`src/rtl/seq_detector_param.sv`:
```
// Runtime-configurable serial pattern detector with a saturating match counter.
// Latency: out registers on the same edge that samples the completing bit; no backpressure. Optional macro: SEQDET_CNT_CLR_EN (adds cnt_clr).
module seq_detector_param #(
  parameter int MAX_LEN = 8,
  parameter int LEN_W   = 4,
  parameter int CNT_W   = 8
) (
  input  logic               clk,
  input  logic               rst,
  input  logic               cfg_we,
  input  logic [MAX_LEN-1:0] cfg_pat,
  input  logic [LEN_W-1:0]   cfg_len,
  input  logic               cfg_overlap,
  input  logic               in_valid,
  input  logic               ina,
`ifdef SEQDET_CNT_CLR_EN
  input  logic               cnt_clr,
`endif
  output logic               out,
  output logic [CNT_W-1:0]   match_cnt,
  output logic [1:0]         state
);

  typedef enum logic [1:0] {
    IDLE = 2'b00,
    FILL = 2'b01,
    HUNT = 2'b10
  } state_e;

  localparam logic [LEN_W-1:0] MAX_LEN_L = LEN_W'(MAX_LEN);

  state_e             state_q, state_d;
  logic [MAX_LEN-1:0] pat_q, pat_d;
  logic [LEN_W-1:0]   len_q, len_d;
  logic               ovl_q, ovl_d;
  logic [MAX_LEN-1:0] hist_q, hist_d;
  logic [LEN_W-1:0]   fill_q, fill_d;
  logic               out_q, out_d;
  logic [CNT_W-1:0]   cnt_q, cnt_d;

  logic [MAX_LEN-1:0] hist_n;
  logic [LEN_W-1:0]   fill_n;
  logic [MAX_LEN-1:0] mask;
  logic               hit;

  always_ff @(posedge clk or negedge rst) begin
    if (!rst) begin
      state_q <= IDLE;
      pat_q   <= '0;
      len_q   <= '0;
      ovl_q   <= 1'b0;
      hist_q  <= '0;
      fill_q  <= '0;
      out_q   <= 1'b0;
      cnt_q   <= '0;
    end else begin
      state_q <= state_d;
      pat_q   <= pat_d;
      len_q   <= len_d;
      ovl_q   <= ovl_d;
      hist_q  <= hist_d;
      fill_q  <= fill_d;
      out_q   <= out_d;
      cnt_q   <= cnt_d;
    end
  end

  // Only the low len bits of history take part in the compare.
  always_comb begin
    mask = '0;
    for (int i = 0; i < MAX_LEN; i++) begin
      mask[i] = (i < int'(len_q));
    end
  end

  assign hist_n = {hist_q[MAX_LEN-2:0], ina};
  assign fill_n = (fill_q < len_q) ? fill_q + 1'b1 : fill_q;
  assign hit    = (((hist_n ^ pat_q) & mask) == '0);

  always_comb begin
    state_d = state_q;
    pat_d   = pat_q;
    len_d   = len_q;
    ovl_d   = ovl_q;
    hist_d  = hist_q;
    fill_d  = fill_q;
    out_d   = 1'b0;
    cnt_d   = cnt_q;

    if (cfg_we) begin
      pat_d   = cfg_pat;
      len_d   = (cfg_len > MAX_LEN_L) ? MAX_LEN_L : cfg_len;
      ovl_d   = cfg_overlap;
      hist_d  = '0;
      fill_d  = '0;
      state_d = (cfg_len != '0) ? FILL : IDLE;
    end else if (in_valid && (state_q != IDLE)) begin
      hist_d = hist_n;
      fill_d = fill_n;
      if (fill_n == len_q) begin
        state_d = HUNT;
        if (hit) begin
          out_d = 1'b1;
          if (cnt_q != '1) begin
            cnt_d = cnt_q + 1'b1;
          end
          // Non-overlapping mode: the next match must be built from fresh bits.
          if (!ovl_q) begin
            fill_d  = '0;
            state_d = FILL;
          end
        end
      end else begin
        state_d = FILL;
      end
    end

`ifdef SEQDET_CNT_CLR_EN
    if (cnt_clr) begin
      cnt_d = '0;
    end
`endif
  end

  assign out       = out_q;
  assign match_cnt = cnt_q;
  assign state     = state_q;

endmodule

```
`config.mk`:
```
export PLATFORM = sky130hd
export DESIGN_NAME = seq_detector_param
export DESIGN_NICKNAME = d
export VERILOG_FILES = /design/src/rtl/seq_detector_param.sv
export SDC_FILE = /design/constraint.sdc
export NUM_CORES = 1
export LEC_CHECK = 0
export CAP_MARGIN = 20
export CELL_PAD_IN_SITES_DETAIL_PLACEMENT = 1
export CELL_PAD_IN_SITES_GLOBAL_PLACEMENT = 1
export CORE_MARGIN = 2
export CORE_UTILIZATION = 38
export DETAILED_ROUTE_END_ITERATION = 8
export PLACE_DENSITY_LB_ADDON = 0.1
export RECOVER_POWER = 100
export SETUP_SLACK_MARGIN = 0.2
export SLEW_MARGIN = 20
export SYNTH_ARGS = -nofsm -noshare
export SYNTH_HDL_FRONTEND = slang
export SYNTH_SLANG_ARGS = --single-unit
```
`constraint.sdc`:
```
create_clock -name clk -period 2.35 [get_ports clk]
set_input_delay 0.3525 -clock clk [delete_from_list [all_inputs] [get_ports clk]]
set_output_delay 0.3525 -clock clk [all_outputs]
set_load 0.005 [all_outputs]
```
* Word level (Yosys, flattened, before mapping)
Cells that the tools add are included. W data, S select, Z words.
Word-level totals: flip-flop bits (word level) 35, output and inout port bits 11
Operators by class: add/sub/neg operators 2, magnitude comparators 10, eq/ne operators 2, mux-type cells 19, bitwise logic cells 3, reduce and logical (&&, ||, !) cells 6
Operator list (count):
- $mux W4 | 7
- $lt A3 B4 Y1 const A | 4
- $mux W7 | 2
- $mux W2 | 5
- $add A8 B1 Y8 const B | 1
- $and A8 B8 Y8 | 1
- $logic_not A8 Y1 | 1
- $lt A1 B4 Y1 const A | 2
- $lt A2 B4 Y1 const A | 2
- $ne A8 B8 Y1 const B | 1
- $xor A8 B8 Y8 | 1
- $mux W1 | 5
- $reduce_and A5 Y1 | 1
- $add A4 B1 Y4 const B | 1
- $eq A4 B4 Y1 | 1
- $gt A4 B4 Y1 const B | 1
- $lt A4 B4 Y1 | 1
- $reduce_bool A2 Y1 | 2
- $reduce_bool A4 Y1 | 1
- $logic_and A1 B1 Y1 | 1
- $not A1 Y1 | 1

* Longest topological paths before layout
depth after elaboration 7, mapped depth 8, depth with buffers taken out 8

* Worst setup path before layout
Ideal clock, no wire load.
path type register to register, start point register len_q[1], end point register cnt_q[1] (netlist: match_cnt[1]), setup time 0.128 ns, arrival 2.453 ns, data required time 2.222 ns, setup slack -0.231 ns, stages on the path, launching flop included 9, cells stage by stage dfrtp_1 -> inv_1 -> ha_1 -> o211ai_1 -> o211ai_1 -> xnor2_2 -> nand4_4 -> nor4b_4 -> mux2_1
On the way: cells in the longest elaborated chain, start to end 4, elaborated cells on any way between the ends 14, those cells by class 9 x order compare; 1 x eq/ne; 1 x mux; 1 x bitwise; 2 x reduce/logical
RTL lines:
- start, declared | RTL line 34 | logic [LEN_W-1:0] len_q, len_d;
- start signal, assigned | RTL line 59 | len_q <= len_d;
- $lt A1 B4 Y1 (tied with other cells) | RTL line 72 | mask[i] = (i < int'(len_q));
- $and A8 B8 Y8 or $mux W4 (tied branches) | RTL line 78, 77
- $logic_not A8 Y1 or $eq A4 B4 Y1 (tied branches) | RTL line 78, 100
- $reduce_and A5 Y1 (no line) *
- end signal, assigned | RTL line 64 | cnt_q <= cnt_d;
- end, declared | RTL line 39 | logic [CNT_W-1:0] cnt_q, cnt_d;
Every way passes the cells marked *; elsewhere a longest branch is shown, timed or not. A chain may end at the register's enable or synchronous reset.

* Final worst setup path
start point register len_q[1], end point register cnt_q[6] (netlist: match_cnt[6])
The elaborated chain is that of the path after synthesis.

==> impl.org <==
** Worst setup path
- Critical setup path kind :: reg -> reg
- The worst register-to-register path ends at match_cnt[6]$_DFFE_PN0P_.
- Largest fanout of any net on the critical path :: 7
- Category of the worst setup path launch point :: flop
- The worst register-to-register path has a setup slack of -0.09 ns.
- Data arrives at the worst endpoint at ~2.6 ns.
- FF-to-FF Start :: len_q[1]$_DFFE_PN0P_
- R2r worst-path depth :: 8
- Endpoint type of the worst setup path :: flop
- WP data required :: ~2.5 ns

** Drt
- Via count :: about 1.7k
- Number of iterations in the first detailed-routing pass :: 4
- The routed design has around 5500 µm of wire.
- The count of nets left with antenna violations once routing finished came out at 0.
- Routed wire length per instance :: approximately 17 µm
- For this block, the initial DRC count from the detailed router was 32.
- # DRC :: 0
- After detailed routing, the number of vias per cell comes to ~5.2.

** Pwr
- Of the total power, combinational logic draws a little under a third.
- The analysis attributes to net switching a power of approximately 520 µW.
- Areal power density over the cells :: between 500 and 600 nW/µm²
- Of the total power, the clock network draws between 20 and 30%.
- Total power of the final layout :: 1650 µW
- The analysis attributes to cell leakage a power of around 0.0012 µW.
- Internal :: around 1100 µW
- The worst-case IR drop observed on VDD is around 260 µV.
- Net switching is 31.4% of the power.
- Share of power burned in registers :: 41.4%

** Logic synthesis
- After synthesis, the cell types taking the most area are sky130_fd_sc_hd__dfrtp_1 (44%), sky130_fd_sc_hd__mux2_2 (4.5%), sky130_fd_sc_hd__nand2_1 (4.3%).
- Measured against the total synthesized area, the mux share comes to 8.27%.
- After synthesis, flip-flops and latches occupy 43.5% of the total area.
- Post-synthesis share of cell area spent on full adders, half adders and majority gates :: around 3.1%
- Post-synth top area share :: 43.5%
- Xor and xnor fraction of the mapped netlist area :: 8.71%
- In this run the cell area of the synthesized design comes to roughly 2000 µm².
- Of all cell types, the one taking the most synthesized area is sky130_fd_sc_hd__dfrtp_1.
- Most used DFF post-synth :: sky130_fd_sc_hd__dfrtp_1
- Main combinational cell family by area after synthesis :: simple AND/OR/NAND/NOR gates
- Syn Area/Cell :: ~10 µm²
- Syn_nets :: ~220
- Synthesis inferred 35 register bits.
- In this run, distinct cell masters in the synthesized netlist total 44.
- Proportion of synthesized flip-flops having asynchronous set or reset :: 100%
- The synthesized netlist devotes 13.0% of its cell area to compound gates.
- Simple-gate share of the synthesized area :: 21.3%
- Synthesis produced a netlist whose cell count is 193.
- The synthesized design contains 0 enable-type register cells.
- During synthesis, Yosys emitted a total of 0 warnings.

** Run
- Reported max-cap violation count :: 0

** Timing
- Headroom to the max-slew limit came out at between 30% and 40%.
- Pins Over Slew Limit :: 0
- The worst path in the final design needs a cycle of ~2.4 ns, including I/O delays and setup.
- On the final layout, the worst hold slack is slightly above 0.5 ns.
- Across the routed clock network, the largest skew measured is between 0.015 and 0.02 ns.
- Final hold violation count :: 0
- Final setup violation count :: 11
- Static timing analysis puts the maximum clock frequency at 0.410 GHz.
- Unrepaired setup endpoints after global routing :: yes
- At the pin with the least slew margin, the transition time is approximately 0.98 ns.
- Across all setup checks in the final design, the least slack found is -0.0892 ns.
- Of the available clock period, the critical path in the final layout requires 104%.

** Status
- Violated checks :: negative setup slack
- Outcome :: finished with violations

** Global route
- Antenna violations before repair :: 0
- The first global-routing pass estimated just over 9000 µm of wire.
- Maximum number of pins on one net before global-route repair :: 22
- The number of global-route vias before repair came to 1851.
- Global routing used 19.5% of the available tracks across all layers.
- Congestion Overflow GR :: 0

** Floorplanning
- In this run the vertical extent of the chip is between 70 and 80 µm.
- I/O pin cnt :: 29
- Die width :: 76.8 µm
- Area of the die :: approximately 5900 µm²
- The core region is roughly 5100 µm².
- Initial core utilization :: about 39%
- The floorplan has 26 rows.

** Clock tree
- After clock tree synthesis, the clock-pin slew on the worst setup and hold paths is approximately 0.080 ns.
- Maximum count of clock buffers along a single path :: 2
- For this design, the sink count on the clock tree is 35.
- TritonCTS buffer count :: 5
- Clock latency on the worst-skew pair :: between 0.2 and 0.3 ns
- CTS built an H-tree with a depth of 2.
- Clock tree synthesis selected as its root buffer the cell sky130_fd_sc_hd__clkbuf_8.
- TritonCTS built the clock tree.

** Min path
- In this run the worst hold path is classified as reg -> reg.
- Hold path depth :: 1
- Destination of the worst hold path :: match_cnt[3]$_DFFE_PN0P_
- The worst hold path begins at match_cnt[3]$_DFFE_PN0P_.

** Layout
- Antenna cells :: 0
- In the final layout, the share of cells above drive strength 1 is between 20% and 30%.
- Counting the fill cells in the layout gives ~570.
- The area growth from synthesis to layout is 40.4%.
- The final layout contains 279 nets.

** Placed design
- Routability-driven placement finished with a final weighted congestion of ~0.87.
- Detail Placement HPWL :: between 4000 and 5000 µm
- IO buf count :: 28
-- cells in the mapped netlist (3+ instances only) --
cell and instances:
sky130_fd_sc_hd__a21oi_1 10, sky130_fd_sc_hd__clkbuf_1 5, sky130_fd_sc_hd__dfrtp_1 35, sky130_fd_sc_hd__ha_1 5
sky130_fd_sc_hd__inv_1 5, sky130_fd_sc_hd__mux2_1 3, sky130_fd_sc_hd__mux2_2 8, sky130_fd_sc_hd__nand2_1 23
sky130_fd_sc_hd__nand3_1 5, sky130_fd_sc_hd__nand3b_1 7, sky130_fd_sc_hd__nor2_1 10, sky130_fd_sc_hd__nor2b_1 3
sky130_fd_sc_hd__nor3_1 4, sky130_fd_sc_hd__nor4_1 5, sky130_fd_sc_hd__o211ai_1 3, sky130_fd_sc_hd__o21ai_0 7
sky130_fd_sc_hd__o31ai_1 5, sky130_fd_sc_hd__or3_1 3, sky130_fd_sc_hd__xnor2_1 7, sky130_fd_sc_hd__xor2_1 8
-- flip-flops by register name, indices dropped and copies added, names as in the netlist --
name       flops
pat_q          8
ovl_q          1
len_q          4
out            1
match_cnt      8
hist_q         7
state          2
fill_q         4
-- placed cells by master (no fill, tap or decap), types with 4 or more instances in the layout --
master	netlist	final
sky130_fd_sc_hd__xor2_1	8	8
sky130_fd_sc_hd__a21oi_1	10	9
sky130_fd_sc_hd__dfrtp_1	35	33
sky130_fd_sc_hd__nand3b_1	7	7
sky130_fd_sc_hd__dlygate4sd3_1	0	13
sky130_fd_sc_hd__nor2_1	10	10
sky130_fd_sc_hd__clkbuf_8	0	6
sky130_fd_sc_hd__buf_6	0	4
sky130_fd_sc_hd__clkbuf_1	5	4
sky130_fd_sc_hd__o21ai_0	7	7
sky130_fd_sc_hd__clkdlybuf4s50_1	0	15
sky130_fd_sc_hd__nand3_1	5	5
sky130_fd_sc_hd__xnor2_1	7	7
sky130_fd_sc_hd__buf_4	0	26
sky130_fd_sc_hd__mux2_2	8	8
sky130_fd_sc_hd__nand2_1	23	23
-- cell families after synthesis --
family	Yosys count
AO/OA/AOI/OAI	39
flip-flops	35
multiplexers	14
adder cells (fa/ha/maj)	5
AND/OR/NAND/NOR	72
XOR/XNOR	17
buffers and inverters	11
-- power by group through the flow --
stage	Combinational [µW]	Clock [µW]	Sequential, µW
6_report	518	450	685
3_5_place_dp	437	0	697
2_1_floorplan	242	0	694
3_3_place_gp	420	0	692
4_1_cts	491	466	686
5_1_grt	563	496	691
-- layout make-up --
cell class | instances | area (µm²) | area share, %
clock inverter | 1 | 5.00 | 0.177
multi-input combinational | 147 | 1220 | 43.1
sequential | 35 | 878 | 31.1
tap | 70 | 87.6 | 3.10
timing repair buffer | 62 | 536 | 19.0
inverter | 5 | 18.8 | 0.664
clock buffer | 6 | 82.6 | 2.92
-- worst max-delay path, cell delays in order (launching register included) --
cell                       delay, ns
sky130_fd_sc_hd__dfrtp_2        0.41
sky130_fd_sc_hd__inv_2          0.09
sky130_fd_sc_hd__ha_4           0.20
sky130_fd_sc_hd__o211ai_1       0.29
sky130_fd_sc_hd__o211ai_1       0.23
sky130_fd_sc_hd__xnor2_2        0.24
sky130_fd_sc_hd__nand4_4        0.20
sky130_fd_sc_hd__nor4b_4        0.32
sky130_fd_sc_hd__mux2_4         0.33
-- metal layers --
metal  track usage [%]  wire [µm]  up-vias
met1              22.9       2320      854
met3              3.06        130        7
met5                 0          0        -
met4              4.91         65        0
met2              36.8       2940       23
li1                  -          -      819
-- metrics by stage --
stage	util (%)	TNS, ns	area, µm²	std cells	worst slack (ns)
after floorplan	-	-0.186	2050	193	-0.0827
after global placement	50.5	-0.0691	2580	309	-0.0381
after detailed placement	50.5	-0.706	2580	309	-0.139
after CTS	54.7	-0.481	2790	321	-0.0685
after global routing	55.3	-2.40	2830	326	-0.221
final	55.3	-0.591	2830	326	-0.0892
-- repair_timing --
item | in CTS | in global routing
pin swaps | 10 | 6
endpoints found under the setup margin | 15 | 15
buffers inserted | 5 | 5
hold buffers | 0 | 0
resized for setup | 13 | 4
-- worst max-delay path by stage --
stage | slack, ns | to | from | cells past startpoint
2_1_floorplan | -0.08 | match_cnt[6]$_DFFE_PN0P_ | len_q[1]$_DFFE_PN0P_ | 8
5_1_grt | -0.22 | match_cnt[6]$_DFFE_PN0P_ | len_q[1]$_DFFE_PN0P_ | 8
4_1_cts | -0.07 | match_cnt[7]$_DFFE_PN0P_ | fill_q[2]$_DFFE_PN0P_ | 7
6_report | -0.09 | match_cnt[6]$_DFFE_PN0P_ | len_q[1]$_DFFE_PN0P_ | 8
3_5_place_dp | -0.14 | match_cnt[6]$_DFFE_PN0P_ | len_q[1]$_DFFE_PN0P_ | 8
3_3_place_gp | -0.04 | match_cnt[6]$_DFFE_PN0P_ | len_q[1]$_DFFE_PN0P_ | 8
Note: power is estimated with default switching activity, not from simulation.
